==> config.mk <==
export PLATFORM = sky130hd
export DESIGN_NAME = store_cntrl
export DESIGN_NICKNAME = d
export VERILOG_FILES = /design/src/rtl/store_cntrl.sv
export SDC_FILE = /design/constraint.sdc
export NUM_CORES = 1
export LEC_CHECK = 0
export ABC_AREA = 1
export CAP_MARGIN = 5
export CORE_MARGIN = 5
export CORE_UTILIZATION = 60
export CTS_CLUSTER_SIZE = 12
export DETAILED_ROUTE_END_ITERATION = 16
export DONT_BUFFER_PORTS = 1
export PLACE_DENSITY = 0.76
export SLEW_MARGIN = 0
export SYNTH_ARGS = -nofsm -noshare
export SYNTH_HDL_FRONTEND = slang
export SYNTH_SLANG_ARGS = --single-unit
export TNS_END_PERCENT = 100
==> constraint.sdc <==
create_clock -name clk_i -period 2.61 [get_ports clk_i]
set_input_delay 0.783 -clock clk_i [delete_from_list [all_inputs] [get_ports clk_i]]
set_output_delay 0.783 -clock clk_i [all_outputs]
set_load 0.02 [all_outputs]
==> src/rtl/store_cntrl.sv <==
`timescale 1ns/1ps
`default_nettype none
// ============================================================================
//  Module      : store_cntrl
//  Description : MEM-stage store unit. Accepts a byte/half/word store, builds
//                a word-aligned write (byte enables + lane-shifted data) and
//                issues it to data memory over a req/gnt handshake. Stores
//                that cross a word boundary are split into two word writes,
//                or rejected when SPLIT_MISALIGNED is 0.
//  Ports       : clk_i, rst_ni           clock, async active-low reset
//                st_valid_i/st_ready_o   store handshake from the pipeline
//                st_addr_i/st_data_i     byte address, LSB-justified data
//                st_size_i               00 byte, 01 half, 10 word, 11 bad
//                dmem_req_o/dmem_gnt_i   memory request handshake
//                dmem_we_o/addr/be/wdata write request fields
//                st_done_o/st_err_o      completion / rejection pulses
//                busy_o                  pipeline stall
//  Revision    : 1.0 - initial release
// ============================================================================
module store_cntrl #(
    parameter bit SPLIT_MISALIGNED = 1'b1
) (
    input  logic        clk_i,
    input  logic        rst_ni,
    input  logic        st_valid_i,
    output logic        st_ready_o,
    input  logic [31:0] st_addr_i,
    input  logic [31:0] st_data_i,
    input  logic [1:0]  st_size_i,
    output logic        dmem_req_o,
    input  logic        dmem_gnt_i,
    output logic        dmem_we_o,
    output logic [31:0] dmem_addr_o,
    output logic [3:0]  dmem_be_o,
    output logic [31:0] dmem_wdata_o,
    output logic        st_done_o,
    output logic        st_err_o,
    output logic        busy_o
);

    typedef enum logic [1:0] {
        S_IDLE   = 2'd0,
        S_REQ_LO = 2'd1,
        S_REQ_HI = 2'd2
    } state_t;

    state_t      r_state;
    state_t      w_state_nxt;

    logic [29:0] r_word_addr;
    logic [7:0]  r_wide_be;
    logic [63:0] r_wide_d;
    logic        r_done;
    logic        r_err;

    logic [3:0]  w_mask;
    logic [7:0]  w_wide_be;
    logic [63:0] w_wide_d;
    logic        w_split;
    logic        w_accept;
    logic        w_reject;
    logic        w_r_split;
    logic [29:0] w_word_addr_hi;
    logic        w_final_gnt;

    always_comb begin
        w_mask = 4'b0000;
        case (st_size_i)
            2'b00:   w_mask = 4'b0001;
            2'b01:   w_mask = 4'b0011;
            2'b10:   w_mask = 4'b1111;
            default: w_mask = 4'b0000;
        endcase
    end

    // Lane placement over an 8-byte window: the upper half is the spill
    // into the next word for boundary-crossing stores.
    assign w_wide_be = {4'b0000, w_mask} << st_addr_i[1:0];
    assign w_wide_d  = {32'h0, st_data_i} << {st_addr_i[1:0], 3'b000};
    assign w_split   = |w_wide_be[7:4];

    assign w_accept  = st_valid_i && (r_state == S_IDLE);
    assign w_reject  = (st_size_i == 2'b11) || (w_split && !SPLIT_MISALIGNED);

    assign w_r_split      = |r_wide_be[7:4];
    // 30-bit word index wraps naturally at the top of the address space.
    assign w_word_addr_hi = r_word_addr + 30'd1;

    assign w_final_gnt = dmem_gnt_i &&
                         (((r_state == S_REQ_LO) && !w_r_split) ||
                          (r_state == S_REQ_HI));

    always_comb begin
        w_state_nxt = r_state;
        case (r_state)
            S_IDLE:   if (w_accept && !w_reject) w_state_nxt = S_REQ_LO;
            S_REQ_LO: if (dmem_gnt_i) w_state_nxt = w_r_split ? S_REQ_HI : S_IDLE;
            S_REQ_HI: if (dmem_gnt_i) w_state_nxt = S_IDLE;
            default:  w_state_nxt = S_IDLE;
        endcase
    end

    always_ff @(posedge clk_i or negedge rst_ni) begin
        if (!rst_ni) begin
            r_state     <= S_IDLE;
            r_word_addr <= 30'h0;
            r_wide_be   <= 8'h0;
            r_wide_d    <= 64'h0;
            r_done      <= 1'b0;
            r_err       <= 1'b0;
        end else begin
            r_state <= w_state_nxt;
            r_done  <= (w_accept && w_reject) || w_final_gnt;
            r_err   <= w_accept && w_reject;
            if (w_accept) begin
                r_word_addr <= st_addr_i[31:2];
                r_wide_be   <= w_wide_be;
                r_wide_d    <= w_wide_d;
            end
        end
    end

    // Request fields come straight from the latched store, so they cannot
    // change while a request waits for its grant; zero whenever idle.
    always_comb begin
        dmem_req_o   = 1'b0;
        dmem_addr_o  = 32'h0;
        dmem_be_o    = 4'h0;
        dmem_wdata_o = 32'h0;
        case (r_state)
            S_REQ_LO: begin
                dmem_req_o   = 1'b1;
                dmem_addr_o  = {r_word_addr, 2'b00};
                dmem_be_o    = r_wide_be[3:0];
                dmem_wdata_o = r_wide_d[31:0];
            end
            S_REQ_HI: begin
                dmem_req_o   = 1'b1;
                dmem_addr_o  = {w_word_addr_hi, 2'b00};
                dmem_be_o    = r_wide_be[7:4];
                dmem_wdata_o = r_wide_d[63:32];
            end
            default: ;
        endcase
    end

    assign dmem_we_o  = dmem_req_o;
    assign st_ready_o = (r_state == S_IDLE);
    assign busy_o     = !st_ready_o;
    assign st_done_o  = r_done;
    assign st_err_o   = r_err;

endmodule
`default_nettype wire

* Yosys cells after proc, flatten, opt, wreduce, memory -nomap -nowiden
Cells that the tools add are included.
** Cells by class
- Shift-type cells :: 2
- Bitwise operators :: 0
- Div/mod/pow operators :: 0
- Add/sub/neg operators :: 1
- Reduce and logical (&&, ||, !) cells :: 15
- Multipliers :: 0
- Equal/unequal tests :: 8
- $lt $le $gt $ge :: 0
- Mux-type cells :: 10
** Operators with widths (number)
- one-hot mux 32 bit (2 select lines) :: 2
- << shifter 32 x 5 -> 64 bit :: 1
- adder 30 x 1 -> 30 bit, second input constant :: 1
- one-hot mux 4 bit (3 select lines) :: 1
- two-way mux 2 bit :: 4
- one-hot mux 4 bit (2 select lines) :: 1
- << shifter 4 x 2 -> 8 bit :: 1
- == test 2 bit, second input constant :: 3
- one-hot mux 2 bit (3 select lines) :: 1
- logical AND 1 bit :: 5
- == test 2 x 1 -> 1 bit, second input constant :: 2
- logical NOT 2 bit :: 2
- inequality test 2 bit, second input constant :: 2
- OR reduction 4 bit :: 1
- logical NOT 1 bit :: 3
- AND reduction 3 bit :: 1
- logical OR 1 bit :: 2
- inequality test 2 x 1 -> 1 bit, second input constant :: 1
- OR reduction 2 bit :: 1
- two-way mux 1 bit :: 1
** Word-level totals
- Input bits :: 70
- Bits in writable memories :: 0
- Output and inout port bits :: 74
- Word-level logic and storage cells :: 42
- Bits in read-only memories :: 0
- Memories :: 0
- Bits in latches :: 0
- Register bits :: 106

* Longest topological paths before layout
- Depth in word-level cells :: 6
- Mapped depth :: 10
- Depth with buffers taken out :: 9

* Worst setup path after synthesis
No wires, ideal clock.
- Path type :: register to output
- From :: register r_state[1]
- To :: output dmem_addr_o[5]
- Path buffers :: 0
- Data required time :: 1.827 ns
- Arrival :: 1.831 ns
- Stages on the path, launching flop included :: 7
- Path slack :: -0.004 ns
- Cell sequence :: dfrtp_1 inv_1 ha_1 inv_1 nor2_1 inv_1 a311oi_1
** Between the ends
- Longest elaborated chain between the ends :: 2
- Elaborated cells on any way between the ends :: 3
- Classes of those cells :: 2 x eq/ne; 1 x mux
** RTL lines
- from (decl) :: line 47 : state_t r_state;
- from (signal assigned) :: line 112 : r_state <= w_state_nxt;
- == test 2 bit or == test 2 x 1 -> 1 bit (tied branches) :: line 130 : case (r_state)
- one-hot mux 32 bit (2 select lines) * :: line 130
- to (decl) :: line 33 : output logic [31:0] dmem_addr_o,
Every way passes the cells marked *; elsewhere a longest branch is shown, timed or not.

* Worst setup path after layout
- From :: register r_state[0]
- To :: output dmem_addr_o[6]
Same word-level chain as after synthesis.

==> reports/summary.txt <==
Multiplexer share of the synthesized area = 0
Endpoint class of the critical path = output pin
H-tree lvl count = 3
Setup CP Type = reg -> out
Worst min-delay path class = in -> async
DRC viols = 0
Post-synth top cells = nand2_1, dfrtp_1, inv_1
Synth async-reset ratio = 1.00
Number of enable flip-flop cells after synthesis = 0
Worst path max stage delay = 0.43 ns
Critical Path Slowest Stage Cell = dfrtp_1
IR drop worst, VDD = 0.648 mV
Yosys top cell area share = 0.411
Antenna viol nets, final = 0
Seq/Total Area, Yosys = 0.411
Total gr overflow = 0
Worst EP arrival = 1.89 ns
Hold Fails Final Rpt = 0
Main combinational cell family by area after synthesis = simple AND/OR/NAND/NOR gates
First-pass GRT wire length = 29000 um
Skew-Pair Late Insertion Delay = 0.36 ns
Leading area contributor after synthesis = dfrtp_1
Starting density of the core = 0.610
Total wire length = 18600 um
Critical R2R Launch = r_state[0]
CTS clk-pin slew, worst paths = 0.10 ns
WL/cell = 17.8 um
Period minus WS final = 2.68 ns
Top_reg_cell synth = dfrtp_1
Synthesized flop and latch total = 97
Mapped cell area = 5910 um^2
Capture point of the worst reg-to-reg path = r_wide_d[27]
Synth Area in XOR/XNOR = 0.00148
Synth Area in Simple Gates = 0.319
DR pass1 iterations = 8
Post-Synthesis Cells = 849
PD cells = 1150 nW/um^2
Clock Sinks = 97
Chip width = 109 um
Fin cells = 1041
Port bufs = 0
Max frequency = 374 MHz
ANT cells = 0
Final Skew = 0.00748 ns
TritonCTS clock tree = built
Setup WS post-layout = -0.0661 ns
I/O pin count = 144
Area grow syn2layout = 20.2%
Core area = 9680 um^2
Slew margin rel. = 0.579
Cts bufs inserted = 9
Number of core rows = 36
Compound-gate portion of the synthesized area = 0.169
Root buffer cell = clkbuf_8
Vias/cell = 5.75
RSZ-0062 raised after global routing = yes
Worst endpoint required time = 1.83 ns
Failing checks = negative setup slack
CP Launch Type = flop
Tot GR Track Use = 0.313
# Max-Cap Violations = 0
Dpl hpwl = 12700 um
Syn Area/Cell = 6.96 um^2
Initial antenna violation count = 0
Die height = 109 um
Die area = 11900 um^2
R2R depth = 8
Final setup viols = 19
Leakage = 3.25 nW
Synth Area in Adders = 0.0148
Gp weighted congestion = 0.999
Fin crit share = 1.03
Fillcell total = 788
Initial DRC Count = 429
Pin count of the biggest net entering global routing = 98
Nets = 981
Most frequent cell after synthesis = nand2_1
Inst Count DP = 999
Vias in the first global route = 5838
Share of cells above drive strength 1 = 0.228
Synth unique cells = 40
Worst Tran Pin Value = 0.631 ns
Crit Path Max Fanout = 29
Internal reg-to-reg setup slack = 0.50 ns
Status = complete, but fails checks
Ranking of synthesized cells by area = dfrtp_1, nand2_1, o21ai_0, a21oi_1, inv_1
Crit path cell chain = inv_4, ha_4, buf_8, o21ai_0, a21oi_1, buf_4
YS warnings = 0
Vias = 5983
Hold_ws = 0.103 ns
Final Power = 8.20 mW
Max Slew Vio Count = 0
CTS Hold Bufs = 0
CTS max path bufs = 2
[critical path: cells and delay by family, from the launching register on]
family                     cells  cell delay (ns)
buffers and inverters          3             0.53
AOI/OAI and AO/OA              2             0.35
DFF                            1             0.43
adders and majority gates      1             0.20
[report_power, final]
group / total (mW) / switching, mW / internal, mW
sequential: 2.76 / 0.578 / 2.18
combinational: 4.50 / 2.84 / 1.66
clock: 0.934 / 0.540 / 0.394
total: 8.20 / 3.96 / 4.24
[kinds of logic (layout without fill, tap and decap cells)]
kind of cell               Yosys count  in the layout
xor gates and xnor gates             1              1
AOI/OAI and AO/OA                  170            170
buffers and inverters              116            174
and+or+nand+nor                    457            457
DFF                                 97             97
adders and majority gates            7              7
other                                1              2
[stage by stage]
stage	utilization	setup slack [ns]	TNS [ns]	area, um^2
floorplan	-	0.0271	0	5920
global placement	0.655	0.217	0	6340
detailed placement	0.655	0.173	0	6340
CTS	0.706	-0.101	-0.399	6840
global route	0.733	-0.167	-3.54	7100
finish	0.733	-0.0661	-0.776	7100
[area by class of cell]
cell class	instances	area, um^2	share of cell area
Inverter	67	260	0.0366
Clock inverter	4	28.8	0.00405
Clock buffer	11	151	0.0213
Tap cell	133	166	0.0234
Multi-Input combinational cell	637	3280	0.461
Timing Repair Buffer	92	779	0.110
Sequential cell	97	2440	0.343
[what timing repair did]
item,4_1_cts,5_1_grt
resized for setup,50,51
pin swaps,14,21
setup buffers,15,12
endpoints found under the hold margin,0,0
endpoints found under the setup margin,57,47
gates cloned,0,0
[routing by layer]
metal	vias to the layer above	share of wire	track usage
li1	2817	-	-
met1	2820	0.37	0.361
met2	285	0.50	0.545
met3	61	0.088	0.0793
met4	0	0.044	0.148
met5	-	0	0
[cells in the final DEF, fill, tap and decap left out, drive strengths merged, types with 3 or more instances in the layout]
cell / instances
ha: 7
buf: 92
dfrtp: 97
o211ai: 24
nand2: 365
o21ai: 74
a21oi: 54
nand4: 4
inv: 66
nand3: 19
a22o: 6
nor2: 64
clkinvlp: 3
o22ai: 3
nor3: 4
clkbuf: 11
[worst max-delay path by stage]
| stage | depth (start not counted) | slack (ns) | end | start |
|---|---|---|---|---|
| after global routing | 8 | -0.17 | dmem_addr_o[6] | r_word_addr[0] |
| after CTS | 10 | -0.10 | dmem_addr_o[30] | r_word_addr[1] |
| after global placement | 9 | 0.22 | dmem_addr_o[28] | r_word_addr[0] |
| after detailed placement | 9 | 0.17 | dmem_addr_o[28] | r_word_addr[0] |
| final | 6 | -0.07 | dmem_addr_o[6] | r_state[0] |
| after floorplan | 6 | 0.03 | dmem_addr_o[9] | r_state[1] |
[state kept, by name, indices dropped and copies added (netlist names)]
signal,count
r_word_addr,30
st_err_o,1
r_state,2
r_wide_be,7
r_wide_d,56
st_done_o,1
(Power assumes the default switching activity.)
